## config.mk

```make
export PLATFORM = sky130hd
export DESIGN_NAME = id_ex_stage
export DESIGN_NICKNAME = d
export VERILOG_FILES = /design/src/rtl/id_ex_stage.sv
export SDC_FILE = /design/constraint.sdc
export NUM_CORES = 1
export LEC_CHECK = 0
export CORE_AREA = 5 5 145 147
export CTS_BUF_LIST = sky130_fd_sc_hd__clkbuf_16
export DETAILED_ROUTE_END_ITERATION = 8
export DIE_AREA = 0 0 150 152
export GPL_TIMING_DRIVEN = 0
export PLACE_DENSITY = 0.66
export SETUP_SLACK_MARGIN = 0.4
export SYNTH_ARGS = -nofsm -noshare
export SYNTH_HDL_FRONTEND = slang
export SYNTH_SLANG_ARGS = --single-unit
export TNS_END_PERCENT = 20
```

## constraint.sdc

```tcl
create_clock -name clk -period 0.8 [get_ports clk]
set_input_delay 0.12 -clock clk [delete_from_list [all_inputs] [get_ports clk]]
set_output_delay 0.12 -clock clk [all_outputs]
set_load 0.02 [all_outputs]
```

## src/rtl/id_ex_stage.sv

```systemverilog
// ID/EX pipeline register with load-use hazard detection and bubble counter.
// Load-use detection is built only when ID_EX_HAZARD_DETECT_EN is defined.
module id_ex_stage #(
  parameter int DATA_W = 32,
  parameter int CNT_W  = 16
) (
  input  logic              clk,
  input  logic              rst_n,
  input  logic              stall_in,
  input  logic              flush,
  input  logic              id_valid,
  input  logic [4:0]        id_rs,
  input  logic [4:0]        id_rt,
  input  logic [4:0]        id_rd,
  input  logic [DATA_W-1:0] id_rs_data,
  input  logic [DATA_W-1:0] id_rt_data,
  input  logic [DATA_W-1:0] id_imm,
  input  logic              id_regwrite,
  input  logic              id_memread,
  input  logic              id_memwrite,
  input  logic              id_memtoreg,
  input  logic [1:0]        id_alusrc1,
  input  logic [1:0]        id_alusrc2,
  input  logic [3:0]        id_aluop,
  output logic              ex_valid,
  output logic [4:0]        ex_rs,
  output logic [4:0]        ex_rt,
  output logic [4:0]        ex_rd,
  output logic [DATA_W-1:0] ex_rs_data,
  output logic [DATA_W-1:0] ex_rt_data,
  output logic [DATA_W-1:0] ex_imm,
  output logic              ex_regwrite,
  output logic              ex_memread,
  output logic              ex_memwrite,
  output logic              ex_memtoreg,
  output logic [1:0]        ex_alusrc1,
  output logic [1:0]        ex_alusrc2,
  output logic [3:0]        ex_aluop,
  output logic              hazard_stall,
  output logic [CNT_W-1:0]  bubble_cnt
);

  typedef struct packed {
    logic              valid;
    logic [4:0]        rs;
    logic [4:0]        rt;
    logic [4:0]        rd;
    logic [DATA_W-1:0] rs_data;
    logic [DATA_W-1:0] rt_data;
    logic [DATA_W-1:0] imm;
    logic              regwrite;
    logic              memread;
    logic              memwrite;
    logic              memtoreg;
    logic [1:0]        alusrc1;
    logic [1:0]        alusrc2;
    logic [3:0]        aluop;
  } stage_t;

  stage_t id_pkt;
  stage_t ex_d;
  stage_t ex_q;
  logic   load_use;

  always_comb begin
    id_pkt          = '0;
    id_pkt.valid    = id_valid;
    id_pkt.rs       = id_rs;
    id_pkt.rt       = id_rt;
    id_pkt.rd       = id_rd;
    id_pkt.rs_data  = id_rs_data;
    id_pkt.rt_data  = id_rt_data;
    id_pkt.imm      = id_imm;
    id_pkt.regwrite = id_regwrite;
    id_pkt.memread  = id_memread;
    id_pkt.memwrite = id_memwrite;
    id_pkt.memtoreg = id_memtoreg;
    id_pkt.alusrc1  = id_alusrc1;
    id_pkt.alusrc2  = id_alusrc2;
    id_pkt.aluop    = id_aluop;
  end

`ifdef ID_EX_HAZARD_DETECT_EN
  logic [CNT_W-1:0] cnt_q;

  // Register 0 is hardwired, so a load targeting it can never cause a hazard.
  assign load_use = ex_q.valid & ex_q.memread & (ex_q.rt != 5'd0) & id_valid &
                    ((ex_q.rt == id_rs) | (ex_q.rt == id_rt));

  always_ff @(posedge clk or negedge rst_n) begin
    if (!rst_n) begin
      cnt_q <= '0;
    end else if (!flush && !stall_in && load_use && (cnt_q != '1)) begin
      cnt_q <= cnt_q + CNT_W'(1);
    end
  end

  assign bubble_cnt = cnt_q;
`else
  assign load_use   = 1'b0;
  assign bubble_cnt = '0;
`endif

  assign hazard_stall = load_use & ~flush;

  // An invalid ID slot loads as an all-zero bubble so forwarding never matches it.
  always_comb begin
    ex_d = ex_q;
    if (flush) begin
      ex_d = '0;
    end else if (stall_in) begin
      ex_d = ex_q;
    end else if (load_use || !id_valid) begin
      ex_d = '0;
    end else begin
      ex_d = id_pkt;
    end
  end

  always_ff @(posedge clk or negedge rst_n) begin
    if (!rst_n) begin
      ex_q <= '0;
    end else begin
      ex_q <= ex_d;
    end
  end

  assign ex_valid    = ex_q.valid;
  assign ex_rs       = ex_q.rs;
  assign ex_rt       = ex_q.rt;
  assign ex_rd       = ex_q.rd;
  assign ex_rs_data  = ex_q.rs_data;
  assign ex_rt_data  = ex_q.rt_data;
  assign ex_imm      = ex_q.imm;
  assign ex_regwrite = ex_q.regwrite;
  assign ex_memread  = ex_q.memread;
  assign ex_memwrite = ex_q.memwrite;
  assign ex_memtoreg = ex_q.memtoreg;
  assign ex_alusrc1  = ex_q.alusrc1;
  assign ex_alusrc2  = ex_q.alusrc2;
  assign ex_aluop    = ex_q.aluop;

endmodule

```

==> impl_results.md, run 1 <==
* CP Cell Sequence: buf_6
* Area occupied by multi-input gates at 1340 µm²
* PwrDens at 1940 nW/µm²
* Initial antenna violation count at 0
* Crit-path max cell delay at 410 ps
* Power Total at 17.1 mW
* WL final at 16,100 µm
* Flops & latches, synth at 124
* Fin nets at 763
* P_leak at 4.07 nW
* Pre-antenna DRT Iters at 4
* 1st-iter DRT viols at 132
* Most frequent cells in the layout: dfrtp_1 (124), clkdlybuf4s50_1 (123), a32o_1 (122), buf_6 (116), buf_4 (53)
* Die area at 22,800 µm²
* Max Cap Viol at 0
* Seq/Total Area, Yosys at 0.645
* Vias at 4,228
* Post-layout min period at 1090 ps
* I/O pin total at 269
* Unrepaired setup endpoints after global routing: true
* Vert. Die Dim at 152 µm
* Crit path from: ex_imm[5]$_DFFE_PN0P_
* DIE WIDTH at 150 µm
* R2r startpoint: ex_rs_data[28]$_DFFE_PN0P_
* CP Launch Type: flip-flop
* CP top delay family: flip-flops
* Final setup fails at 159
* GRT Overall Usage at 0.139
* Worst Path Required at 680 ps
* Root buffer cell: clkbuf_16
* Clock-pin slew on the worst setup and hold paths at 60 ps
* Tightest Hold Check Type: input port to asynchronous set/reset pin
* Maximum buffer depth of the clock tree at 2
* Area growth from synthesis to layout at 82.2%
* CP max FO at 2
* H-tree depth at 4
* Final Max Slew Viols at 0
* Layout fillers at 1,858
* # diodes at 0
* Pre-CTS setup slack at -1080 ps
* Layout cells sized above 1 at 0.387
* Grt total ovfl at 0
* Finished Core Util at 0.443
* Failing checks: hold timing, setup timing
* Post-synth top area share at 0.645
* Synth cell types at 15
* Outcome: finished with violations
* Maximum vdd drop at 1300 µV
* Final Cell Area at 8770 µm²
* Global-route wire length before repair at 25,100 µm
* Yosys top cell by area: dfrtp_1
* Dominant cells by area after synthesis: dfrtp_1 (64%), a32o_1 (25%), buf_6 (4.2%), buf_4 (2.7%), buf_2 (1.7%)
* Placed Instance Area at 7750 µm²
* Reg area at 3100 µm²
* Setup CP Type: flip-flop to primary output
* Largest net degree at the start of global routing at 68
* Vias per cell at 4.61
* DRC at 0
* Worst EP arrival at 970 ps
* Initial core utilization at 0.243
* DP Cell Count at 851
* RePlAce Congestion at 0.748
* CTS tree: done
* Avg Cell Area, Syn at 15.4 µm²
* Avg WL per Cell at 17.5 µm
* Final Cycle Share at 1.36
* Post-layout worst setup margin at -286 ps
* Crit-path slowest cell: dfrtp_1
* CTS Sinks at 124
* Final hold vios at 126
* Max Fclk at 921 MHz
* Vias in the first global route at 4,650
* DPL Wire Length at 12,000 µm
* # rows at 52
* Post-route ant nets at 0
* IO Port Bufs at 251
* Bufs and invs on worst path at 1
* Crit path capture type: primary output
* Gate Count Post-Synth at 313
* CTS Buf Count at 17
* CORE AREA at 19,800 µm²
* Skew-Pair Late Insertion Delay at 400 ps
* Clock Skew at 0 ps
* YS warnings at 0
* Final cell count without fillers at 918
* WHS at -423 ps
* Most common cell after layout, fill and taps aside: dfrtp_1
* Post-synthesis cell area at 4810 µm²
==> cells by family after synthesis <==
family          Yosys count  synth area share
flops                   124             0.645
simple gates              5           0.00572
compound gates          123             0.255
buf+inv                  59            0.0915
other cells               1          0.000779
mux                       1           0.00208
==> cell usage after synthesis <==
master / instances
a21oi_1: 1
nand2_1: 1
nor2_1: 1
conb_1: 1
nand3b_1: 1
clkbuf_1: 6
buf_2: 16
buf_4: 17
dfrtp_1: 124
inv_2: 1
nor2b_1: 2
mux2i_1: 1
buf_1: 1
a32o_1: 122
buf_6: 18
==> worst reg2reg max path: cells and delay by family, from the launching register on <==
| kind | cells | cell delay, ps |
|---|---|---|
| buffers and inverters | 1 | 140 |
| AOI/OAI and AO/OA | 1 | 220 |
| DFF | 1 | 390 |
==> registers in the layout (all words and copies together), names as in the netlist <==
signal and flops:
ex_memtoreg 1, ex_memwrite 1, ex_regwrite 1, ex_memread 1
ex_valid 1, ex_rd 5, ex_rt_data 32, ex_rs 5
ex_alusrc2 2, ex_aluop 4, ex_imm 32, ex_rt 5
ex_alusrc1 2, ex_rs_data 32
==> where the power goes <==
part / switching, mW / total [mW] / leakage, nW / internal (mW)
Sequential: 0.172 / 6.68 / 1.69 / 6.51
Clock: 2.85 / 7.75 / 0.288 / 4.89
Combinational: 1.16 / 2.62 / 2.09 / 1.46
==> routing by layer <==
| layer | routed length, µm | track usage |
|---|---|---|
| met5 | 0 | 0 |
| met2 | 7900 | 0.231 |
| met3 | 1810 | 0.0730 |
| met1 | 6140 | 0.155 |
| met4 | 210 | 0.0392 |
==> what timing repair did <==
item / in CTS / in global routing
resized for setup: 644 / 116
pin swaps: 6 / 56
buffers inserted: 16 / 19
endpoints found under the setup margin: 298 / 295
hold endpoints to repair: 58 / 79
==> final cells by class <==
cell class                      count  area share
Timing Repair Buffer              287       0.325
Multi-Input combinational cell    146       0.153
Inverter                            1    0.000428
Clock buffer                       17      0.0485
Clock inverter                     15      0.0198
Buffer                             58      0.0602
Tap cell                          270      0.0385
Sequential cell                   124       0.354
==> through the flow <==
step / hold WS (ps) / TNS, ps
after floorplan: -176 / -17180
after global placement: 472 / -747950
after detailed placement: 122 / -143080
after CTS: -379 / -39620
after global routing: -427 / -39350
final: -423 / -32530
==> final timing paths <==
check / endpoint / slack (ps) / cells after the start
setup / recovery: ex_imm[5] / -290 / 1
hold / removal: ex_imm[0]$_DFFE_PN0P_ / -420 / 1
setup reg to reg: ex_rs_data[28]$_DFFE_PN0P_ / -60 / 2
hold reg to reg: ex_rs_data[2]$_DFFE_PN0P_ / 480 / 1
max in group asynchronous: ex_rt_data[5]$_DFFE_PN0P_ / 590 / 2
min in group clk: ex_valid$_DFFE_PN0P_ / -50 / 2
Note: power is estimated with default switching activity, not from simulation.
==> inputs of run 2 (changes only) <==
- HOLD_SLACK_MARGIN: not set -> 0.08
- clock period: 0.8 -> 1.24 ns (I/O delays scaled with it)
==> run 2 against run 1 <==
The flow finishes with violations (hold timing). Clock skew stayed put. Register-to-register slack better by 440 ps. Non-clock buffer count is 9 lower. Worst hold slack better by 160 ps. Die area stayed put. Design area is 3.7% lower. Critical endpoint is now ex_rt_data[2]. Largest power group unchanged. Highest routed layer unchanged.
==> impl_results.md, run 2 (synthesis results as in run 1) <==
* Crit path capture type: primary output
* Reg2Reg Capture Point: ex_imm[4]$_DFFE_PN0P_
* Root buffer cell: clkbuf_16
* Initial core utilization at 0.243
* CTS Sinks at 124
* CTS Buf Count at 17
* Max Cap Viol at 0
* Most common cell after layout, fill and taps aside: dfrtp_1
* Vert. Die Dim at 152 µm
* Pre-antenna DRT Iters at 4
* DIE WIDTH at 150 µm
* Area growth from synthesis to layout at 75.6%
* CP Cell Sequence: buf_2
* Reg area at 3100 µm²
* DP Cell Count at 851
* I/O pin total at 269
* Maximum vdd drop at 845 µV
* Vias at 4,207
* Largest net degree at the start of global routing at 68
* Most frequent cells in the layout: dfrtp_1 (124), clkdlybuf4s50_1 (123), a32o_1 (122), buf_2 (89), buf_6 (65)
* Outcome: finished with violations
* Worst EP arrival at 970 ps
* Placed Instance Area at 7750 µm²
* R2r setup slk at 380 ps
* Setup CP Type: flip-flop to primary output
* Failing checks: hold timing
* Final Max Slew Viols at 0
* DPL Wire Length at 12,000 µm
* DRC at 0
* PwrDens at 1300 nW/µm²
* Global-route wire length before repair at 25,100 µm
* CTS tree: done
* Final Cycle Share at 0.933
* Final setup fails at 0
* Skew-Pair Late Insertion Delay at 400 ps
* CP max FO at 2
* Final Cell Area at 8450 µm²
* CP Launch Type: flip-flop
* GRT Overall Usage at 0.139
* Grt total ovfl at 0
* Fin nets at 754
* # rows at 52
* Post-route ant nets at 0
* Bufs and invs on worst path at 1
* Worst Path Required at 1050 ps
* Final cell count without fillers at 909
* Vias in the first global route at 4,641
* Setup TNS at 0 ps
* # diodes at 0
* Post-layout worst setup margin at 83.6 ps
* R2r startpoint: ex_imm[4]$_DFFE_PN0P_
* Final hold vios at 57
* CP top delay family: flip-flops
* Layout fillers at 1,908
* Post-layout min period at 1160 ps
* Unrepaired setup endpoints after global routing: true
* Clock Skew at 0 ps
* Finished Core Util at 0.427
* P_leak at 4.00 nW
* Max Fclk at 865 MHz
* Avg WL per Cell at 18.3 µm
* Reg2Reg Depth at 2
* Worst slew margin relative to its limit at 0.623
* 1st-iter DRT viols at 149
* Maximum buffer depth of the clock tree at 2
* CORE AREA at 19,800 µm²
* Initial antenna violation count at 0
* Area occupied by multi-input gates at 1340 µm²
* Crit-path slowest cell: dfrtp_1
* Worst-Margin Slew at 565 ps
* IO Port Bufs at 251
* Power Total at 11.0 mW
* WHS at -262 ps
* Crit-path max cell delay at 400 ps
* Die area at 22,800 µm²
* Layout cells sized above 1 at 0.372
* Pre-CTS setup slack at -701 ps
* Clock-pin slew on the worst setup and hold paths at 60 ps
* RePlAce Congestion at 0.748
* Tightest Hold Check Type: input port to asynchronous set/reset pin
* Vias per cell at 4.63
* H-tree depth at 4
* WL final at 16,600 µm
==> run 2: cell types whose count changed in the layout (fill, tap and decap cells not counted), sizes merged <==
cell         before  now
dlygate4sd3       0    3
buf             211  193
clkbuf           28   34
==> run 2: cell type report <==
class                      count  share of cell area
sequential                   124               0.367
clock buffer                  17              0.0504
clock inverter                15              0.0206
inverter                       1            0.000444
tap                          270              0.0400
multi-input combinational    146               0.158
timing repair buffer         278               0.304
buffer                        58              0.0593
==> run 2: metal layers <==
metal | global-route usage | share of wire
met3 | 0.0745 | 0.12
met1 | 0.155 | 0.38
met2 | 0.231 | 0.49
met4 | 0.0392 | 0.013
met5 | 0 | 0
==> run 2: how the worst max path moves through the flow <==
stage / startpoint / to / slack, ps / cells after the start
floorplan: id_valid / ex_rd[0]$_DFFE_PN0P_ / 200 / 5
global route: ex_imm[5]$_DFFE_PN0P_ / ex_imm[5] / 40 / 1
CTS: ex_imm[5]$_DFFE_PN0P_ / ex_imm[5] / 50 / 1
detailed placement: stall_in / ex_rs_data[28]$_DFFE_PN0P_ / -700 / 5
finish: ex_rt_data[2]$_DFFE_PN0P_ / ex_rt_data[2] / 80 / 1
global placement: rst_n / ex_rt_data[17]$_DFFE_PN0P_ / -4600 / 1
==> run 2: worst reg2reg max path, stage by stage, from the launching register on <==
cell,delay (ps)
dfrtp_1,400
buf_4,140
a32o_1,210
==> run 2: power breakdown <==
group | internal, mW | switching [mW]
Sequential | 4.20 | 0.0952
Clock | 3.16 | 1.86
Combinational | 0.878 | 0.764
==> run 2: timing repair <==
| item | in CTS | in global routing |
|---|---|---|
| gates resized for setup | 607 | 24 |
| pin swaps | 0 | 11 |
| cloned | 0 | 8 |
| endpoints found under the hold margin | 57 | 59 |
| setup endpoints to repair | 246 | 246 |
| setup buffers | 14 | 1 |
==> inputs of run 3 (changes only) <==
- DONT_BUFFER_PORTS: not set -> 1
- PLACE_DENSITY: 0.66 -> 0.48
==> run 3 against run 2 <==
The run still ends with hold timing left. Critical path depth fell by 1. Critical endpoint is now ex_imm[10]. Register-to-register slack better by 30 ps. Via count is 11% lower. Setup slack improved by 89 ps. Sequential power is 5.6% higher. Largest power group unchanged. Clock skew unchanged. Design area is 16% lower. Non-clock buffer count is 152 lower.
==> impl_results.md, run 3 (synthesis results as in run 1) <==
* Outcome: finished with violations
* Failing checks: hold timing
* Worst slew margin relative to its limit at 0.635
* Vias in the first global route at 4,048
* CP Launch Type: flip-flop
* Setup CP Type: flip-flop to primary output
* Final Max Slew Viols at 0
* Final Cell Area at 7130 µm²
* Hold_buf cts at 126
* Final setup fails at 0
* Met3 wire length at 1750 µm
* DRC at 0
* Highest metal used: met4
* Worst Path Required at 1050 ps
* Post-layout min period at 1070 ps
* Post-route ant nets at 0
* Maximum vdd drop at 847 µV
* WL final at 15,600 µm
* Largest net degree at the start of global routing at 125
* CTS tree: done
* Pre-CTS setup slack at -170 ps
* Max Fclk at 936 MHz
* DIE WIDTH at 150 µm
* GRT Overall Usage at 0.132
* Layout cells sized above 1 at 0.294
* Skew-Pair Late Insertion Delay at 400 ps
* IO Port Bufs at 0
* Final Cycle Share at 0.861
* PwrDens at 1450 nW/µm²
* Clock Skew at 0 ps
* Area growth from synthesis to layout at 48.2%
* Avg WL per Cell at 20.6 µm
* Vias at 3,754
* Post-layout worst setup margin at 172 ps
* # diodes at 0
* P_leak at 2.98 nW
* H-tree depth at 4
* Final hold vios at 124
* Layout fillers at 1,886
* Crit path capture type: primary output
* RePlAce Congestion at 0.704
* Wire length on met2 at 7870 µm
* DPL Wire Length at 10,400 µm
* Reg2Reg Depth at 1
* Placed Instance Area at 5210 µm²
* Vias per cell at 4.97
* CTS Sinks at 124
* Most common cell after layout, fill and taps aside: dlygate4sd3_1
* CTS Buf Count at 17
* Grt total ovfl at 0
* Met1 WL at 5630 µm
* I/O pin total at 269
* Global-route wire length before repair at 23,300 µm
* Tightest Hold Check Type: input port to asynchronous set/reset pin
* 1st-iter DRT viols at 160
* CP Depth at 0
* Most frequent cells in the layout: dlygate4sd3_1 (126), a32o_1 (122), dfrtp_2 (64), dfrtp_1 (60), buf_6 (18)
* Worst EP arrival at 880 ps
* Fin nets at 602
* WHS at -525 ps
* Pre-antenna DRT Iters at 6
* Vert. Die Dim at 152 µm
* Power Total at 10.3 mW
* Maximum buffer depth of the clock tree at 2
* Post-CTS repair timing setup buffer count at 0
* CP max FO at 2
* CORE AREA at 19,800 µm²
* Root buffer cell: clkbuf_16
* Worst-Margin Slew at 547 ps
* Initial core utilization at 0.243
* Unrepaired setup endpoints after global routing: true
* # rows at 52
* Die area at 22,800 µm²
* Initial antenna violation count at 0
* Max Cap Viol at 0
* Clock-pin slew on the worst setup and hold paths at 50 ps
-- run 3: power breakdown --
group | total, mW | internal [mW] | switching, mW
combinational | 0.910 | 0.509 | 0.401
sequential | 4.54 | 4.22 | 0.322
clock | 4.86 | 3.11 | 1.75
total | 10.3 | 7.84 | 2.48
-- run 3: stage by stage --
step / setup TNS [ps] / instances / utilization / hold slack, ps
6_report: 0 / 756 / 0.360 / -525
3_3_place_gp: -2650 / 599 / 0.263 / -106
4_1_cts: 0 / 756 / 0.358 / -555
5_1_grt: 0 / 756 / 0.360 / -562
3_5_place_dp: -4150 / 599 / 0.263 / -106
2_1_floorplan: 0 / 329 / - / -110
-- run 3: layer usage --
layer  vias up  global-route usage
met5         -                   0
met4         0              0.0479
met3        20              0.0611
met2       251               0.230
met1      1901               0.140
li1       1582                   -
-- run 3: final cells by class --
type	instances	area [µm²]	share of cell area
Buffer	58	437	0.0612
Clock buffer	17	425	0.0597
Clock inverter	14	154	0.0216
Inverter	1	3.75	0.000527
Multi-Input combinational cell	146	1330	0.186
Sequential cell	124	3180	0.446
Tap cell	270	338	0.0474
Timing Repair Buffer	126	1260	0.177
-- run 3: what timing repair did --
action / CTS / global route
hold endpoints to repair: 248 / 124
endpoints found under the setup margin: 163 / 184
gates resized for setup: 32 / 32
-- run 3: worst paths after layout --
path | slack, ps | startpoint | end
setup / recovery | 170 | ex_imm[10]$_DFFE_PN0P_ | ex_imm[10]
hold / removal | -520 | rst_n | ex_alusrc1[0]$_DFFE_PN0P_
setup reg to reg | 410 | ex_rt_data[3]$_DFFE_PN0P_ | ex_rt_data[3]$_DFFE_PN0P_
hold reg to reg | 590 | ex_rt[1]$_DFFE_PN0P_ | ex_rt[1]$_DFFE_PN0P_
max in group asynchronous | 1580 | rst_n | ex_rt_data[4]$_DFFE_PN0P_
min in group clk | 360 | stall_in | ex_rs[4]$_DFFE_PN0P_
